**src/rtl/bpred_resolve_queue_if.sv**
```systemverilog
// Fetch/execute/predictor-update signal bundle for bpred_resolve_queue.
// The slave modport is the queue's view. The master modport is the surrounding pipeline's view.
interface bpred_resolve_queue_if;
   logic        fetch_valid;
   logic        fetch_ready;
   logic [31:0] fetch_pc4;
   logic        fetch_p_dir;
   logic [31:0] fetch_p_target;
   logic [11:0] fetch_bimodal;
   logic        fetch_is_call;
   logic        fetch_is_ret;
   logic        exec_valid;
   logic        exec_is_branch;
   logic        exec_taken;
   logic [31:0] exec_target;
   logic        stall;
   logic        upd_valid;
   logic [31:0] upd_pc4;
   logic [31:0] upd_target;
   logic        upd_dir;
   logic        upd_miss;
   logic [11:0] upd_bimodal;
   logic        miss_pred;
   logic        c_r_after_r;
   logic        upd_is_call;
   logic        redirect_valid;
   logic [31:0] redirect_pc;
   logic        underflow;

   modport master (
      output fetch_valid, fetch_pc4, fetch_p_dir, fetch_p_target, fetch_bimodal,
             fetch_is_call, fetch_is_ret, exec_valid, exec_is_branch, exec_taken,
             exec_target, stall,
      input  fetch_ready, upd_valid, upd_pc4, upd_target, upd_dir, upd_miss,
             upd_bimodal, miss_pred, c_r_after_r, upd_is_call, redirect_valid,
             redirect_pc, underflow
   );

   modport slave (
      input  fetch_valid, fetch_pc4, fetch_p_dir, fetch_p_target, fetch_bimodal,
             fetch_is_call, fetch_is_ret, exec_valid, exec_is_branch, exec_taken,
             exec_target, stall,
      output fetch_ready, upd_valid, upd_pc4, upd_target, upd_dir, upd_miss,
             upd_bimodal, miss_pred, c_r_after_r, upd_is_call, redirect_valid,
             redirect_pc, underflow
   );
endinterface

```
**src/rtl/bpred_resolve_queue.sv**
```systemverilog
// Branch-prediction resolve queue: holds fetch-time prediction metadata until execute, then drives predictor update, RAS repair and redirect.
// Optional BPRQ_UPD_SKID_EN: holds a stalled predictor update until stall drops.
module bpred_resolve_queue #(
   parameter int DEPTH = 8,
   parameter int PTR_W = 3
) (
   input  logic                 clk,
   input  logic                 reset,
   bpred_resolve_queue_if.slave bus
);

`ifdef BPRQ_UPD_SKID_EN
   localparam bit SKID = 1'b1;
`else
   localparam bit SKID = 1'b0;
`endif

   typedef struct packed {
      logic [31:0] pc4;
      logic        p_dir;
      logic [31:0] p_target;
      logic [11:0] bimodal;
      logic        is_call;
      logic        is_ret;
   } entry_t;

   entry_t           r_mem [DEPTH];
   logic [PTR_W-1:0] r_head, r_tail;
   logic [PTR_W:0]   r_count;
   logic             r_prev_ret;
   logic             r_upd_valid, r_upd_dir, r_upd_miss, r_upd_is_call;
   logic [31:0]      r_upd_pc4, r_upd_target;
   logic [11:0]      r_upd_bimodal;
   logic             r_miss_pred, r_c_r_after_r, r_redirect_valid, r_underflow;
   logic [31:0]      r_redirect_pc;

   entry_t w_head_e;
   logic   w_full, w_empty, w_hold, w_ready, w_pop, w_br, w_miss, w_push;

   always_comb begin
      w_head_e = r_mem[r_head];
      w_full   = (r_count == (PTR_W+1)'(DEPTH));
      w_empty  = (r_count == '0);
      // A held update stays on the bus while the predictor is stalled; fetch backs off meanwhile
      w_hold   = SKID & r_upd_valid & bus.stall;
      w_ready  = ~w_full & ~w_hold;
      w_pop    = bus.exec_valid & ~w_empty;
      w_br     = w_pop & bus.exec_is_branch;
      w_miss   = w_br & ((bus.exec_taken != w_head_e.p_dir) |
                         (bus.exec_taken & w_head_e.p_dir &
                          (bus.exec_target != w_head_e.p_target)));
      w_push   = bus.fetch_valid & w_ready & ~w_miss;
   end

   always_ff @(posedge clk) begin
      if (w_push) begin
         r_mem[r_tail].pc4      <= bus.fetch_pc4;
         r_mem[r_tail].p_dir    <= bus.fetch_p_dir;
         r_mem[r_tail].p_target <= bus.fetch_p_target;
         r_mem[r_tail].bimodal  <= bus.fetch_bimodal;
         r_mem[r_tail].is_call  <= bus.fetch_is_call;
         r_mem[r_tail].is_ret   <= bus.fetch_is_ret;
      end
   end

   always_ff @(posedge clk) begin
      if (reset) begin
         r_head  <= '0;
         r_tail  <= '0;
         r_count <= '0;
      end else begin
         if (w_push) r_tail <= r_tail + 1'b1;
         if (w_miss) begin
            // Flush: everything younger than the mispredicted branch is wrong-path
            r_head  <= r_tail;
            r_count <= '0;
         end else begin
            if (w_pop) r_head <= r_head + 1'b1;
            r_count <= r_count + (PTR_W+1)'(w_push) - (PTR_W+1)'(w_pop);
         end
      end
   end

   always_ff @(posedge clk) begin
      if (reset) begin
         r_prev_ret       <= 1'b0;
         r_upd_valid      <= 1'b0;
         r_upd_pc4        <= '0;
         r_upd_target     <= '0;
         r_upd_dir        <= 1'b0;
         r_upd_miss       <= 1'b0;
         r_upd_bimodal    <= '0;
         r_upd_is_call    <= 1'b0;
         r_miss_pred      <= 1'b0;
         r_c_r_after_r    <= 1'b0;
         r_redirect_valid <= 1'b0;
         r_redirect_pc    <= '0;
         r_underflow      <= 1'b0;
      end else begin
         r_underflow      <= r_underflow | (bus.exec_valid & w_empty);
         r_miss_pred      <= w_miss;
         r_redirect_valid <= w_miss;
         r_redirect_pc    <= w_miss ? (bus.exec_taken ? bus.exec_target : w_head_e.pc4) : '0;
         r_c_r_after_r    <= w_br & (w_head_e.is_call | w_head_e.is_ret) & r_prev_ret;
         if (w_br) r_prev_ret <= w_head_e.is_ret;
         // A fresh update replaces a held one; otherwise hold or retire the strobe
         if (w_br) begin
            r_upd_valid   <= 1'b1;
            r_upd_pc4     <= w_head_e.pc4;
            r_upd_target  <= bus.exec_target;
            r_upd_dir     <= bus.exec_taken;
            r_upd_miss    <= w_miss;
            r_upd_bimodal <= w_head_e.bimodal;
            r_upd_is_call <= w_head_e.is_call;
         end else if (!w_hold) begin
            r_upd_valid   <= 1'b0;
            r_upd_is_call <= 1'b0;
         end
      end
   end

   assign bus.fetch_ready    = w_ready;
   assign bus.upd_valid      = r_upd_valid;
   assign bus.upd_pc4        = r_upd_pc4;
   assign bus.upd_target     = r_upd_target;
   assign bus.upd_dir        = r_upd_dir;
   assign bus.upd_miss       = r_upd_miss;
   assign bus.upd_bimodal    = r_upd_bimodal;
   assign bus.upd_is_call    = r_upd_is_call;
   assign bus.miss_pred      = r_miss_pred;
   assign bus.c_r_after_r    = r_c_r_after_r;
   assign bus.redirect_valid = r_redirect_valid;
   assign bus.redirect_pc    = r_redirect_pc;
   assign bus.underflow      = r_underflow;

endmodule
```
**src/flat_wrapper.sv**
```systemverilog
// flat-port wrapper written by rule: the top's interface ports become plain ports
module bpred_resolve_queue_flat 
#(
   parameter int DEPTH = 8,
   parameter int PTR_W = 3
)
  (clk, reset, bus_fetch_valid, bus_fetch_pc4, bus_fetch_p_dir, bus_fetch_p_target, bus_fetch_bimodal, bus_fetch_is_call, bus_fetch_is_ret, bus_exec_valid, bus_exec_is_branch, bus_exec_taken, bus_exec_target, bus_stall, bus_fetch_ready, bus_upd_valid, bus_upd_pc4, bus_upd_target, bus_upd_dir, bus_upd_miss, bus_upd_bimodal, bus_miss_pred, bus_c_r_after_r, bus_upd_is_call, bus_redirect_valid, bus_redirect_pc, bus_underflow);
  bpred_resolve_queue_if bus_i ();
  input  logic clk;
  input  logic reset;
  input wire logic [$bits(bus_i.fetch_valid)-1:0] bus_fetch_valid;
  input wire logic [$bits(bus_i.fetch_pc4)-1:0] bus_fetch_pc4;
  input wire logic [$bits(bus_i.fetch_p_dir)-1:0] bus_fetch_p_dir;
  input wire logic [$bits(bus_i.fetch_p_target)-1:0] bus_fetch_p_target;
  input wire logic [$bits(bus_i.fetch_bimodal)-1:0] bus_fetch_bimodal;
  input wire logic [$bits(bus_i.fetch_is_call)-1:0] bus_fetch_is_call;
  input wire logic [$bits(bus_i.fetch_is_ret)-1:0] bus_fetch_is_ret;
  input wire logic [$bits(bus_i.exec_valid)-1:0] bus_exec_valid;
  input wire logic [$bits(bus_i.exec_is_branch)-1:0] bus_exec_is_branch;
  input wire logic [$bits(bus_i.exec_taken)-1:0] bus_exec_taken;
  input wire logic [$bits(bus_i.exec_target)-1:0] bus_exec_target;
  input wire logic [$bits(bus_i.stall)-1:0] bus_stall;
  output wire logic [$bits(bus_i.fetch_ready)-1:0] bus_fetch_ready;
  output wire logic [$bits(bus_i.upd_valid)-1:0] bus_upd_valid;
  output wire logic [$bits(bus_i.upd_pc4)-1:0] bus_upd_pc4;
  output wire logic [$bits(bus_i.upd_target)-1:0] bus_upd_target;
  output wire logic [$bits(bus_i.upd_dir)-1:0] bus_upd_dir;
  output wire logic [$bits(bus_i.upd_miss)-1:0] bus_upd_miss;
  output wire logic [$bits(bus_i.upd_bimodal)-1:0] bus_upd_bimodal;
  output wire logic [$bits(bus_i.miss_pred)-1:0] bus_miss_pred;
  output wire logic [$bits(bus_i.c_r_after_r)-1:0] bus_c_r_after_r;
  output wire logic [$bits(bus_i.upd_is_call)-1:0] bus_upd_is_call;
  output wire logic [$bits(bus_i.redirect_valid)-1:0] bus_redirect_valid;
  output wire logic [$bits(bus_i.redirect_pc)-1:0] bus_redirect_pc;
  output wire logic [$bits(bus_i.underflow)-1:0] bus_underflow;
  assign bus_i.fetch_valid = bus_fetch_valid;
  assign bus_i.fetch_pc4 = bus_fetch_pc4;
  assign bus_i.fetch_p_dir = bus_fetch_p_dir;
  assign bus_i.fetch_p_target = bus_fetch_p_target;
  assign bus_i.fetch_bimodal = bus_fetch_bimodal;
  assign bus_i.fetch_is_call = bus_fetch_is_call;
  assign bus_i.fetch_is_ret = bus_fetch_is_ret;
  assign bus_i.exec_valid = bus_exec_valid;
  assign bus_i.exec_is_branch = bus_exec_is_branch;
  assign bus_i.exec_taken = bus_exec_taken;
  assign bus_i.exec_target = bus_exec_target;
  assign bus_i.stall = bus_stall;
  assign bus_fetch_ready = bus_i.fetch_ready;
  assign bus_upd_valid = bus_i.upd_valid;
  assign bus_upd_pc4 = bus_i.upd_pc4;
  assign bus_upd_target = bus_i.upd_target;
  assign bus_upd_dir = bus_i.upd_dir;
  assign bus_upd_miss = bus_i.upd_miss;
  assign bus_upd_bimodal = bus_i.upd_bimodal;
  assign bus_miss_pred = bus_i.miss_pred;
  assign bus_c_r_after_r = bus_i.c_r_after_r;
  assign bus_upd_is_call = bus_i.upd_is_call;
  assign bus_redirect_valid = bus_i.redirect_valid;
  assign bus_redirect_pc = bus_i.redirect_pc;
  assign bus_underflow = bus_i.underflow;
  bpred_resolve_queue #(.DEPTH(DEPTH), .PTR_W(PTR_W)) u_core (.clk(clk), .reset(reset), .bus(bus_i));
endmodule
```
**config.mk**
```make
export PLATFORM = sky130hd
export DESIGN_NAME = bpred_resolve_queue_flat
export DESIGN_NICKNAME = d
export VERILOG_FILES = /design/src/rtl/bpred_resolve_queue_if.sv /design/src/rtl/bpred_resolve_queue.sv /design/src/flat_wrapper.sv
export SDC_FILE = /design/constraint.sdc
export NUM_CORES = 1
export LEC_CHECK = 0
export BUFFER_PORTS_ARGS = -buffer_cell sky130_fd_sc_hd__buf_2
export CAP_MARGIN = 15
export CORE_MARGIN = 2
export CORE_UTILIZATION = 40
export CTS_CLUSTER_DIAMETER = 120
export DETAILED_ROUTE_END_ITERATION = 10
export GPL_TIMING_DRIVEN = 0
export PLACE_DENSITY_LB_ADDON = 0.15
export SETUP_SLACK_MARGIN = 0.1
export SLEW_MARGIN = 5
export SYNTH_ARGS = -nofsm -noshare
export SYNTH_HDL_FRONTEND = slang
export SYNTH_SLANG_ARGS = --single-unit
```
**constraint.sdc**
```tcl
create_clock -name clk -period 11.4 [get_ports clk]
set_input_delay 1.71 -clock clk [delete_from_list [all_inputs] [get_ports clk]]
set_output_delay 1.71 -clock clk [all_outputs]
set_load 0.1 [all_outputs]
```
Yosys cells after proc, flatten, opt, wreduce, memory -nomap -nowiden
Memory sizes are Yosys's and may differ from the RTL's. A register that Yosys moved wholly into a read port is not among the register bits.
Cells that the tools add are included.

word-level totals
  memory bits (writable) = 632
  logic and storage cells = 53
  bits in registers = 126
  memories = 1
  output and inout port bits = 117

memory list
  memory        words  bits a word  rd ports  clocked after memory_dff  wr ports  line                       source
  u_core.r_mem  8      79           1         1                         1         bpred_resolve_queue.sv:27  entry_t r_mem [DEPTH];

operators by class
  add/subtract/negate cells = 4
  bitwise operators = 17
  mux-type cells = 8
  reductions and logical operators = 5
  equal/unequal tests = 3

operator list
  kind                 count
  $mux 32              1
  $ne 32x32->1         1
  $mux 3               4
  $and 1x1->1          10
  $add 3x1->3 const B  2
  $reduce_or 2->1      3
  $add 4x1->4          1
  $eq 4x4->1 const B   1
  $logic_not 4->1      1
  $not 1->1            4
  $sub 4x1->4          1
  $mux 1               3
  $or 1x1->1           3
  $reduce_bool 2->1    1
  $ne 1x1->1           1

Longest topological paths before layout
  word-level depth = 9
  depth in mapped cells = 18
  gate-level depth less buffers = 14

Worst setup path before layout
No wires, ideal clock.

  path kind = register -> register
  start point = register with a tool-made name
  end point = memory u_core.r_mem[5][0] (netlist name) (enable)
  arrival = 11.190 ns
  clock period less this slack = 11.900 ns
  required time = 10.689 ns
  setup slack = -0.500 ns
  stages on the path, launching flop included = 14
  path through = dfxtp_1 > buf_6 > buf_6 > buf_4 > buf_2 > buf_1 > buf_2 > mux4_2 > mux2_2 > ha_1 > nor4_1 > a21o_2 > nand2_1 > nor4_1

RTL lines
  element        line
  end, declared  bpred_resolve_queue.sv:27

==> metrics <==
TritonCTS Sinks 761; Synth Area per Inst 18.3 sq um; Synth Cell Area 28600 sq um; Starting Density 40.6%; Worst Hold Class register to register; die width 271 microns; Area Growth Syn to Fin 20.5%; Yosys reg bits 761; final setup vio count 0; Hold Startpoint u_core.bus.upd_target[6]; Die Y 271 microns; WHS Endpoint u_core.bus.upd_target[6]; filler cell count 6026; wire length per cell after detailed routing 26.3 microns; Post-Layout Cell Count 2981; Maximum Capacitance Violations 0; DRT Pass-1 Iters 5; via count 15900; post-CTS setup buffer count 0; ratio of cells with drive above 1 in the final layout 30.0%; Worst Setup End Kind register; number of max-slew violations in the final report 0; drt via density 5.35; commonest non-fill, non-tap cell in the layout edfxtp_1; row cnt 97; number of nets with antenna violations after routing 0; outcome completed; WS Path Type register to register; post-synth cell types 47; Max clock buf depth 3; setup ws final 3.84 ns; most frequent cells in the layout 632 x edfxtp_1, 248 x buf_2, 134 x mux4_2, 130 x nor2_1, 129 x dfxtp_1; CP Data Arrival Time 7.88 ns; RePlAce Congestion 0.777; # placed instances 2825; total CTS buffers 81; I/O pin total 235; hpwl dp 56.7 mm; vias in the first global route 16200; WHS Path Cells 2; highest clock rate 132 MHz; Initial DRC Count 1201; Seq/Total Area, Yosys 75.5%; Req. time, crit path 11.72 ns; Register Area 21600 sq um; CP Max Fanout 10; final worst path period share 66.3%; FF-to-FF End u_core.r_mem[5][47]; largest net degree at the start of global routing 22; pwr dens 219 nW/um^2; clk slew on worst S/H paths 0.06 ns; clk_skew 0.0200 ns; Remaining Overflow, GRT 0; Final Hold Violating Endpoints 0; CTS resizes 0; core area 70400 sq um; root buffer cell clkbuf_16; drt drc 0; RSZ-0062 raised after global routing no; global-route wire length before repair 114 mm; gr usage total 21.5%; Final min period 7.56 ns; total leakage power 11.6 nW; Worst Tran Pin Value 1.03 ns; Synth warnings 0; initial antenna violation count 12; Post-CTS Hold Buffers 0; Die Area 73500 sq um; worst reg-to-reg path cell count 17; dpl ws 3.84 ns; FF-to-FF setup slack 3.84 ns; CTS tree yes; H-tree levels 3; Synth Instances 1559; Routed WL 78.3 mm; multi-input logic area 6590 sq um; Clk Latency, worst-skew pair 0.61 ns; Max VDD drop 0.117 mV; relative slew slack 31.3%; syn nets 1687; nets 2096; hold slack 0.451 ns; Startpoint Class register; PortBufs 232
[registers in the layout, indices dropped and copies added, names as in the netlist, named ones only]
name / flops
u_core.r_mem: 632
u_core.bus.redirect_pc: 32
u_core.bus.upd_pc4: 32
u_core.bus.upd_target: 32
u_core.bus.upd_bimodal: 12
u_core.r_count: 4
u_core.r_head: 3
u_core.r_tail: 3
u_core.bus.c_r_after_r: 1
u_core.bus.miss_pred: 1
u_core.bus.underflow: 1
u_core.bus.upd_dir: 1
u_core.bus.upd_is_call: 1
u_core.bus.upd_miss: 1
u_core.bus.upd_valid: 1
u_core.r_prev_ret: 1
[cell families after synthesis]
group | count (synthesis) | synth area share (%)
adder cells (fa/ha/maj) | 10 | 0.464
multiplexers | 237 | 14.2
buffers and inverters | 104 | 1.58
XOR/XNOR | 28 | 0.859
AO/OA/AOI/OAI | 172 | 3.79
flip-flops | 761 | 75.5
AND/OR/NAND/NOR | 247 | 3.61
[Yosys cell counts, drive strengths merged]
library cell | n | area share, %
nand3b | 1 | 0.026
a311oi | 1 | 0.031
or4 | 1 | 0.039
nor4 | 5 | 0.16
a22o | 6 | 0.18
nand4b | 1 | 0.031
clkbuf | 53 | 0.70
a221oi | 6 | 0.18
mux2 | 1 | 0.039
and3 | 1 | 0.022
clkinv | 1 | 0.013
a31oi | 3 | 0.066
a21oi | 70 | 1.2
a31o | 1 | 0.031
o21a | 1 | 0.026
or3 | 7 | 0.15
dfxtp | 129 | 9.0
xnor2 | 9 | 0.28
fa | 1 | 0.070
and2 | 1 | 0.022
a22oi | 14 | 0.37
o21ai | 22 | 0.40
nor2 | 131 | 1.7
nor2b | 1 | 0.022
nand4 | 7 | 0.15
mux4 | 134 | 11
xor2 | 19 | 0.58
edfxtp | 632 | 66
a21boi | 1 | 0.026
ha | 9 | 0.39
a21o | 3 | 0.083
nand2 | 77 | 1.0
inv | 14 | 0.18
buf | 36 | 0.69
nor3 | 7 | 0.12
nand3 | 6 | 0.11
a211oi | 44 | 1.2
nand2b | 1 | 0.022
mux2i | 102 | 3.6
[per-layer routing]
| metal | up-vias | global-route usage, % | share of wire [%] |
|---|---|---|---|
| li1 | 6975 | - | - |
| met1 | 8302 | 30.1 | 43 |
| met2 | 521 | 34.8 | 48 |
| met3 | 122 | 4.17 | 7.0 |
| met4 | 14 | 5.12 | 1.8 |
| met5 | - | 0 | 0.12 |
[area by class of cell]
| type | instances | share of cell area [%] |
|---|---|---|
| Multi-Input combinational cell | 694 | 19.2 |
| Antenna cell | 6 | 0.0436 |
| Inverter | 15 | 0.164 |
| Tap cell | 940 | 3.42 |
| Buffer | 89 | 1.15 |
| Sequential cell | 761 | 62.7 |
| Clock inverter | 27 | 0.665 |
| Clock buffer | 123 | 6.86 |
| Timing Repair Buffer | 326 | 5.89 |
[where the power goes]
| part | internal, mW | switching [mW] | leakage, nW | total (mW) |
|---|---|---|---|---|
| clock | 1.52 | 1.05 | 1.27 | 2.56 |
| sequential | 3.20 | 0.0646 | 6.78 | 3.27 |
| combinational | 0.559 | 1.16 | 3.59 | 1.71 |
| total | 5.28 | 2.27 | 11.6 | 7.55 |
[worst max-delay path by stage]
stage / from / to / slack, ns
after floorplan: register / u_core.r_mem[5][0] / -0.50
after global placement: register / u_core.r_mem[5][77] / -11.26
after detailed placement: register / u_core.r_mem[5][49] / 3.84
after CTS: register / u_core.r_mem[5][47] / 3.81
after global routing: register / u_core.r_mem[5][47] / 3.42
final: register / u_core.r_mem[5][47] / 3.84
[through the flow]
| stage | util (%) | cell area (sq um) | setup TNS (ns) | total power, mW |
|---|---|---|---|---|
| 6_report | 48.9 | 34400 | 0 | 7.55 |
| 2_1_floorplan | - | 28600 | -118.53 | 4.54 |
| 3_5_place_dp | 45.2 | 31800 | 0 | 5.06 |
| 3_3_place_gp | 43.9 | 30900 | -4822.68 | 5.05 |
| 4_1_cts | 48.9 | 34400 | 0 | 7.62 |
| 5_1_grt | 48.9 | 34400 | 0 | 7.84 |
[worst max-delay path, stage by stage, from the launching register on]
cell and delay, ns:
dfxtp_1 0.33, clkbuf_1 0.45, buf_1 0.67, clkbuf_1 0.76, clkbuf_1 0.76, clkbuf_1 0.76, mux2_2 0.48, ha_1 0.34
nor4_1 0.46, a21o_2 0.30, nand2_1 0.19, nor4_2 0.53, buf_4 0.30, buf_4 0.20, buf_4 0.20, buf_4 0.20
buf_4 0.18, buf_4 0.15
Note: power is estimated with default switching activity, not from simulation.
